==> config.mk <==
export PLATFORM = sky130hd
export DESIGN_NAME = mux2_vector_sequencer
export DESIGN_NICKNAME = d
export VERILOG_FILES = /design/src/rtl/mux2_vector_sequencer.sv
export SDC_FILE = /design/constraint.sdc
export NUM_CORES = 1
export LEC_CHECK = 0
export BUFFER_PORTS_ARGS = -buffer_cell sky130_fd_sc_hd__buf_2
export CAP_MARGIN = 20
export CORE_ASPECT_RATIO = 0.7
export CORE_UTILIZATION = 50
export DETAILED_ROUTE_END_ITERATION = 16
export PLACE_DENSITY = 0.7
export SLEW_MARGIN = 15
export SYNTH_ARGS = -nofsm -noshare
export SYNTH_HDL_FRONTEND = slang
export SYNTH_SLANG_ARGS = --single-unit
==> constraint.sdc <==
create_clock -name clk -period 3 [get_ports clk]
set_clock_uncertainty 0.2 [all_clocks]
set_input_delay 0 -clock clk [delete_from_list [all_inputs] [get_ports clk]]
set_output_delay 0 -clock clk [all_outputs]
set_load 0.02 [all_outputs]
==> src/rtl/mux2_vector_sequencer.sv <==
// Vector player for the 8-bit 2:1 operand mux. It buffers {s, d0, d1} vectors in a small FIFO
// and holds each one on registered outputs for a fixed number of cycles in which run is high.
module mux2_vector_sequencer #(
    parameter int WIDTH       = 8,
    parameter int DEPTH       = 4,
    parameter int HOLD_CYCLES = 4
) (
    input  logic             clk,
    input  logic             rst_n,
    input  logic             run,
    input  logic             wr_en,
    input  logic [1:0]       wr_s,
    input  logic [WIDTH-1:0] wr_d0,
    input  logic [WIDTH-1:0] wr_d1,
    output logic             full,
    output logic             empty,
    output logic             wr_drop,
    output logic [1:0]       s,
    output logic [WIDTH-1:0] d0,
    output logic [WIDTH-1:0] d1,
    output logic             out_valid,
    output logic             vec_done
);

    localparam int AW = $clog2(DEPTH);
    localparam int CW = (HOLD_CYCLES > 1) ? $clog2(HOLD_CYCLES) : 1;
    localparam int VW = 2 + 2 * WIDTH;

    typedef enum logic {IDLE, HOLD} state_t;

    state_t            state, state_next;
    logic [VW-1:0]     mem [DEPTH];
    logic [AW-1:0]     wr_ptr, rd_ptr;
    logic [AW:0]       count;
    logic [CW-1:0]     hold_cnt, cnt_next;
    logic              valid_next;
    logic              push, pop;
    logic [1:0]        head_s;
    logic [WIDTH-1:0]  head_d0, head_d1;

    assign full  = (count == (AW + 1)'(DEPTH));
    assign empty = (count == '0);
    assign push  = wr_en && !full;
    assign {head_s, head_d0, head_d1} = mem[rd_ptr];

    // Storage needs no reset: the pointers and count define which entries are live.
    always_ff @(posedge clk) begin
        if (push) begin
            mem[wr_ptr] <= {wr_s, wr_d0, wr_d1};
        end
    end

    always_ff @(posedge clk) begin
        if (!rst_n) begin
            wr_ptr  <= '0;
            rd_ptr  <= '0;
            count   <= '0;
            wr_drop <= 1'b0;
        end else begin
            wr_drop <= wr_en && full;
            if (push) begin
                wr_ptr <= wr_ptr + AW'(1);
            end
            if (pop) begin
                rd_ptr <= rd_ptr + AW'(1);
            end
            unique case ({push, pop})
                2'b10:   count <= count + (AW + 1)'(1);
                2'b01:   count <= count - (AW + 1)'(1);
                default: count <= count;
            endcase
        end
    end

    always_ff @(posedge clk) begin
        if (!rst_n) begin
            state     <= IDLE;
            hold_cnt  <= '0;
            out_valid <= 1'b0;
            s         <= '0;
            d0        <= '0;
            d1        <= '0;
        end else begin
            state     <= state_next;
            hold_cnt  <= cnt_next;
            out_valid <= valid_next;
            if (pop) begin
                s  <= head_s;
                d0 <= head_d0;
                d1 <= head_d1;
            end
        end
    end

    // A pop always loads the head onto the outputs, so it doubles as the output load strobe.
    always_comb begin
        state_next = state;
        cnt_next   = hold_cnt;
        valid_next = out_valid;
        pop        = 1'b0;
        vec_done   = 1'b0;
        unique case (state)
            IDLE: begin
                valid_next = 1'b0;
                if (run && !empty) begin
                    pop        = 1'b1;
                    valid_next = 1'b1;
                    cnt_next   = CW'(HOLD_CYCLES - 1);
                    state_next = HOLD;
                end
            end
            HOLD: begin
                if (run) begin
                    if (hold_cnt != '0) begin
                        cnt_next = hold_cnt - CW'(1);
                    end else begin
                        vec_done = 1'b1;
                        if (!empty) begin
                            pop      = 1'b1;
                            cnt_next = CW'(HOLD_CYCLES - 1);
                        end else begin
                            valid_next = 1'b0;
                            state_next = IDLE;
                        end
                    end
                end
            end
            default: state_next = IDLE;
        endcase
    end

endmodule

==> flow_metrics.env, run 1 <==
export IMPL_mostFrequentLayoutCells="edfxtp_1, buf_2, dfxtp_1"
export IMPL_fill_cells=589
export IMPL_power_density_nw_per_um2=780.2
export IMPL_htree_num_levels=3
export IMPL_via_per_inst=5.390
export IMPL_cts_root_buf="clkbuf_8"
export IMPL_ctsHoldBuffers=21
export IMPL_pre_cts_slack_ps=406.6
export IMPL_grtUsageTotal=0.1824
export IMPL_regArea_sq_um=2763
export IMPL_syn_nets=261
export IMPL_clkSinkCount=102
export IMPL_die_w_um=107.4
export IMPL_syn_inst=232
export IMPL_ir_drop_mv=0.3760
export IMPL_cts_buffers=9
export IMPL_worst_pin_slew_ps=978.0
export IMPL_cp_end_kind="flop"
export IMPL_cts_max_path_buffers=2
export IMPL_cts_setup_buffers=0
export IMPL_syn_area_sq_um=3890
export IMPL_instances_no_fill=403
export IMPL_grt_max_degree=22
export IMPL_synth_async_reset_ratio=0
export IMPL_dp_hpwl_um=4048
export IMPL_core_area_sq_um=7417
export IMPL_grt_pass1_wl_um=10470
export IMPL_cp_data_required_time_ps=3090
export IMPL_reg2reg_from="count[2]"
export IMPL_fin_crit_ps=2620
export IMPL_clk_latency_ps=360
export IMPL_criticalPathCategory="reg -> reg"
export IMPL_hold_start="wr_d1[1]"
export IMPL_cpPeakStageDelay_ps=500
export IMPL_antenna_found_initial=0
export IMPL_die_y_um=75.80
export IMPL_hold_viol=0
export IMPL_die_area_sq_um=8142
export IMPL_rsz0062_at_grt="false"
export IMPL_port_buffers=44
export IMPL_grt_pass1_vias=2090
export IMPL_top_level_ports=45
export IMPL_diodes=0
export IMPL_final_common_cell="edfxtp_1"
export IMPL_vias=2172
export IMPL_setup_violations_final=0
export IMPL_fmax_mhz=381.6
export IMPL_slew_headroom=0.3480
export IMPL_postSynthAreaPerCell_sq_um=16.77
export IMPL_dr_pass1_iters=4
export IMPL_initial_utilization=0.5245
export IMPL_ant_nets=0
export IMPL_status="completed"
export IMPL_tritoncts="done"
export IMPL_drcViolationCount=0
export IMPL_cp_max_fo=8
export IMPL_hp_class="in -> reg"
export IMPL_seq_area_frac_synth=0.7102
export IMPL_wire_per_inst_um=16.70
export IMPL_cap_viol_max_count=0
export IMPL_multiInputGateArea_sq_um=1015
export IMPL_finalMaxSlewViolations=0
export IMPL_synthDistinctLibCells=35
export IMPL_finalCritPeriodShare=0.8734
export IMPL_fin_ws_ps=379.7
export IMPL_areaGrowthSynthToFinish_pct=19.11
export IMPL_drtIter0Drc=106
export IMPL_synth_ff_type="edfxtp_1"
export IMPL_whs_ps=183.2
export IMPL_dp_cells=366
export IMPL_worst_path_most_repeated_cell="inv_1"
export IMPL_row_count=26
export IMPL_yosys_warnings=0
export IMPL_path_cells="or3b_1, inv_2, nor2_1, inv_1, ha_1, inv_1, fa_1, xor2_1, or3_1, a21oi_1"
export IMPL_startpoint="count[2]"
export IMPL_grt_ovfl_total=0
export IMPL_fin_nets=329
export IMPL_cts_resized=0
export IMPL_p_leak_uw=0.001657
export IMPL_ys_ff_latch=102
export IMPL_final_setup_tns_ps=0
export IMPL_arrival_ps=2710
export IMPL_critPathLaunchType="flop"
export IMPL_synth_edf_count=72
export IMPL_drt_total_wl_um=6729
export IMPL_slowest_stage="or3b_1"
export IMPL_place_gp_congestion=0.7055
export IMPL_layout_drive_gt1_share=0.2820
export IMPL_path_clk_slew_ps=100
==> through the flow <==
| step | total power (uW) | instance area [sq um] | utilization |
|---|---|---|---|
| 2_1_floorplan | 2478 | 3890 | - |
| 3_3_place_gp | 2713 | 4208 | 0.5673 |
| 3_5_place_dp | 2742 | 4208 | 0.5673 |
| 4_1_cts | 3651 | 4633 | 0.6247 |
| 5_1_grt | 3799 | 4633 | 0.6247 |
| 6_report | 3615 | 4633 | 0.6247 |
==> worst max-delay path, delay by kind of cell (launching register included) <==
| kind | cells | cell delay [ps] |
|---|---|---|
| compound gates | 1 | 150 |
| xor+xnor | 1 | 160 |
| fa+ha+maj | 2 | 540 |
| buf+inv | 3 | 230 |
| flops | 1 | 430 |
| simple gates | 3 | 840 |
==> logic make-up (layout without fill, tap and decap cells) <==
group,Yosys count,after routing,synth area share
flops,102,102,0.7102
simple gates,40,40,0.05082
compound gates,38,38,0.07591
buf+inv,25,98,0.02895
mux,18,18,0.1052
fa+ha+maj,7,7,0.02444
xor+xnor,2,2,0.004504
==> cell usage after synthesis, types with 2 or more instances <==
cell type / number / share of area
o21ai_0: 2 / 0.0026
mux4_2: 17 / 0.098
ha_1: 6 / 0.019
or3_1: 3 / 0.0048
inv_1: 11 / 0.011
o21a_1: 2 / 0.0039
nor2_1: 5 / 0.0048
and3_1: 4 / 0.0064
edfxtp_1: 72 / 0.56
buf_4: 2 / 0.0039
clkbuf_1: 5 / 0.0048
inv_2: 3 / 0.0029
dfxtp_1: 30 / 0.15
o21ai_1: 2 / 0.0026
nand2_1: 20 / 0.019
o2bb2ai_1: 18 / 0.041
buf_2: 3 / 0.0039
nand3_1: 2 / 0.0026
xor2_1: 2 / 0.0045
a21oi_1: 8 / 0.010
==> state kept, by name (all words and copies together), names as in the netlist, 2 cells and up <==
signal    count
count         3
mem          72
hold_cnt      2
s             2
d0            8
d1            8
wr_ptr        2
rd_ptr        2
==> metal layers <==
metal  vias to the layer above  routed length (um)  GRT usage
met2                        44                3296     0.3161
met3                         2                 267    0.06074
li1                       1028                   -          -
met4                         0                  30    0.04110
met1                      1098                3134     0.2284
met5                         -                   0          0
==> final timing paths <==
path | to | slack (ps) | cells after the start
worst max-delay path | count[2] | 380 | 10
worst min-delay path | mem[2][1] | 180 | 2
worst max register to register | count[2] | 380 | 10
worst min register to register | d0[7] | 260 | 2
==> where the power goes <==
| group | internal [uW] | total, uW | switching (uW) |
|---|---|---|---|
| sequential | 1710 | 1830 | 125 |
| combinational | 399 | 885 | 486 |
| clock | 423 | 896 | 473 |
==> cell type report <==
class / instances / share of cell area
Sequential cell: 102 / 0.5963
Clock buffer: 10 / 0.02971
Multi-Input combinational cell: 105 / 0.2190
Tap cell: 98 / 0.02647
Timing Repair Buffer: 68 / 0.1005
Inverter: 14 / 0.01134
Clock inverter: 6 / 0.01674
Note: power is estimated with default switching activity, not from simulation.
==> run 2, diff against run 1 <==
SETUP_SLACK_MARGIN = 0.4   (was default)
clock period = 2.7 ns   (was 3 ns; I/O delays follow)
==> run 2 against run 1 <==
- hold slack improved by 12 ps
- cell count grew 2.5%
- via count shrank 2.2%
- fmax increased by 14%
- sequential power grew 11%
- critical endpoint unchanged
- flip-flop and latch count did not move
- combinational power grew 24%
- critical path depth unchanged
- global-route usage up 0.92 points
- non-clock buffer count up 10
- largest cell class unchanged
==> flow_metrics.env, run 2 (synthesized netlist as in run 1, its figures left out) <==
export IMPL_via_per_inst=5.143
export IMPL_fin_crit_ps=2306
export IMPL_finalCritPeriodShare=0.8541
export IMPL_regArea_sq_um=2774
export IMPL_fin_area_sq_um=4751
export IMPL_finalMaxSlewViolations=0
export IMPL_p_int_uw=2946
export IMPL_die_area_sq_um=8142
export IMPL_gr_usage_met1=0.2475
export IMPL_final_setup_tns_ps=0
export IMPL_met2_usage=0.3197
export IMPL_grtUsageTotal=0.1917
export IMPL_cts_max_path_buffers=2
export IMPL_dpl_cell_area_sq_um=4252
export IMPL_status="completed"
export IMPL_grt_pass1_vias=2241
export IMPL_fin_nets=339
export IMPL_regMostFlops="mem"
export IMPL_dp_hpwl_um=4279
export IMPL_seqPwrFrac=0.489
export IMPL_fill_cells=546
export IMPL_p_total_uw=4142
export IMPL_grt_max_degree=21
export IMPL_cap_viol_max_count=0
export IMPL_path_clk_slew_ps=90
export IMPL_cp_max_fo=4
export IMPL_fmax_mhz=433.6
export IMPL_path_cells="or3b_4, inv_6, nor2_1, inv_1, ha_4, inv_1, fa_2, xor2_1, or3_1, a21oi_1"
export IMPL_hold_viol=0
export IMPL_clkSinkCount=102
export IMPL_slowest_stage="or3b_4"
export IMPL_cp_end_kind="flop"
export IMPL_top_level_ports=45
export IMPL_crit_buf_inv=3
export IMPL_switching_share=0.2887
export IMPL_dr_pass1_iters=4
export IMPL_whs_ps=195.0
export IMPL_grt_pass1_wl_um=11140
export IMPL_diodes=0
export IMPL_power_switching_uw=1196
export IMPL_fin_util=0.6405
export IMPL_use_met3=0.06416
export IMPL_mostFrequentLayoutCells="edfxtp_1, buf_2, dfxtp_1"
export IMPL_multiInputGateArea_sq_um=1041
export IMPL_ant_nets=0
export IMPL_power_density_nw_per_um2=871.8
export IMPL_core_area_sq_um=7417
export IMPL_wire_per_inst_um=16.75
export IMPL_hp_class="in -> reg"
export IMPL_slew_headroom=0.3338
export IMPL_row_count=26
export IMPL_cpPeakStageDelay_ps=420
export IMPL_share_comb_of_total_power=0.265
export IMPL_grt_ovfl_total=0
export IMPL_die_w_um=107.4
export IMPL_cts_root_buf="clkbuf_8"
export IMPL_drt_total_wl_um=6917
export IMPL_clk_latency_ps=350
export IMPL_arrival_ps=2390
export IMPL_drcViolationCount=0
export IMPL_reg_top3="mem (72), d0 (8), d1 (8)"
export IMPL_p_clk_frac=0.246
export IMPL_worst_pin_slew_ps=999.3
export IMPL_initial_utilization=0.5245
export IMPL_htree_num_levels=3
export IMPL_tritoncts="done"
export IMPL_worst_path_most_repeated_cell="inv_1"
export IMPL_busiest_layer="met2"
export IMPL_crit_family="simple AND/OR/NAND/NOR gates"
export IMPL_place_gp_congestion=0.7229
export IMPL_final_common_cell="edfxtp_1"
export IMPL_largest_reg_flops=72
export IMPL_cp_data_required_time_ps=2790
export IMPL_die_y_um=75.80
export IMPL_setup_violations_final=0
export IMPL_drtIter0Drc=75
export IMPL_critPathLaunchType="flop"
export IMPL_areaGrowthSynthToFinish_pct=22.13
export IMPL_criticalPathCategory="reg -> reg"
export IMPL_ir_drop_mv=0.4486
export IMPL_rsz0062_at_grt="true"
export IMPL_port_buffers=44
export IMPL_antenna_found_initial=0
export IMPL_p_leak_uw=0.001712
export IMPL_layout_drive_gt1_share=0.3143
export IMPL_vias=2124
export IMPL_cts_buffers=9
## run 2: worst register-to-register path: stages (launching register included)
cell	delay (ps)
dfxtp_4	350
or3b_4	420
inv_6	70
nor2_1	40
inv_1	80
ha_4	130
inv_1	50
fa_2	330
xor2_1	150
or3_1	300
a21oi_1	110
## run 2: final timing paths
kind | from | to | slack, ps | depth (start not counted)
max | count[0] | count[2] | 390 | 10
min | wr_d0[3] | mem[0][11] | 200 | 2
max reg2reg | count[0] | count[2] | 390 | 10
min reg2reg | d0[5] | d0[5] | 260 | 2
## run 2: what timing repair did
action,CTS,global route
buffers inserted,5,2
endpoints found under the setup margin,2,2
pin swaps,2,1
hold buffers,22,0
resized for setup,4,1
endpoints found under the hold margin,102,0
cloned,0,0
## run 2: routing by layer
layer  share of wire  vias up
li1                -     1044
met1            0.46     1027
met2            0.48       49
met3           0.049        4
met4          0.0061        0
met5               0        -
## run 2: layout make-up
type,instances,area share
Clock inverter,5,0.01712
Timing Repair Buffer,78,0.1143
Tap cell,98,0.02581
Clock buffer,11,0.02765
Inverter,14,0.01211
Multi-Input combinational cell,105,0.2191
Sequential cell,102,0.5839
## run 2: through the flow
| step | std cells | worst slack (ps) |
|---|---|---|
| floorplan | 232 | 352.5 |
| CTS | 411 | 392.4 |
| detailed placement | 368 | 202.9 |
| global placement | 368 | 270.2 |
| finish | 413 | 393.9 |
| global route | 413 | 291.4 |
## run 2: power by group through the flow
stage	registers [uW]	clock network (uW)	logic [uW]
2_1_floorplan	2130	0	670
3_3_place_gp	2070	0	979
3_5_place_dp	2080	0	1000
4_1_cts	2030	1040	1090
5_1_grt	2050	1110	1200
6_report	2030	1020	1100
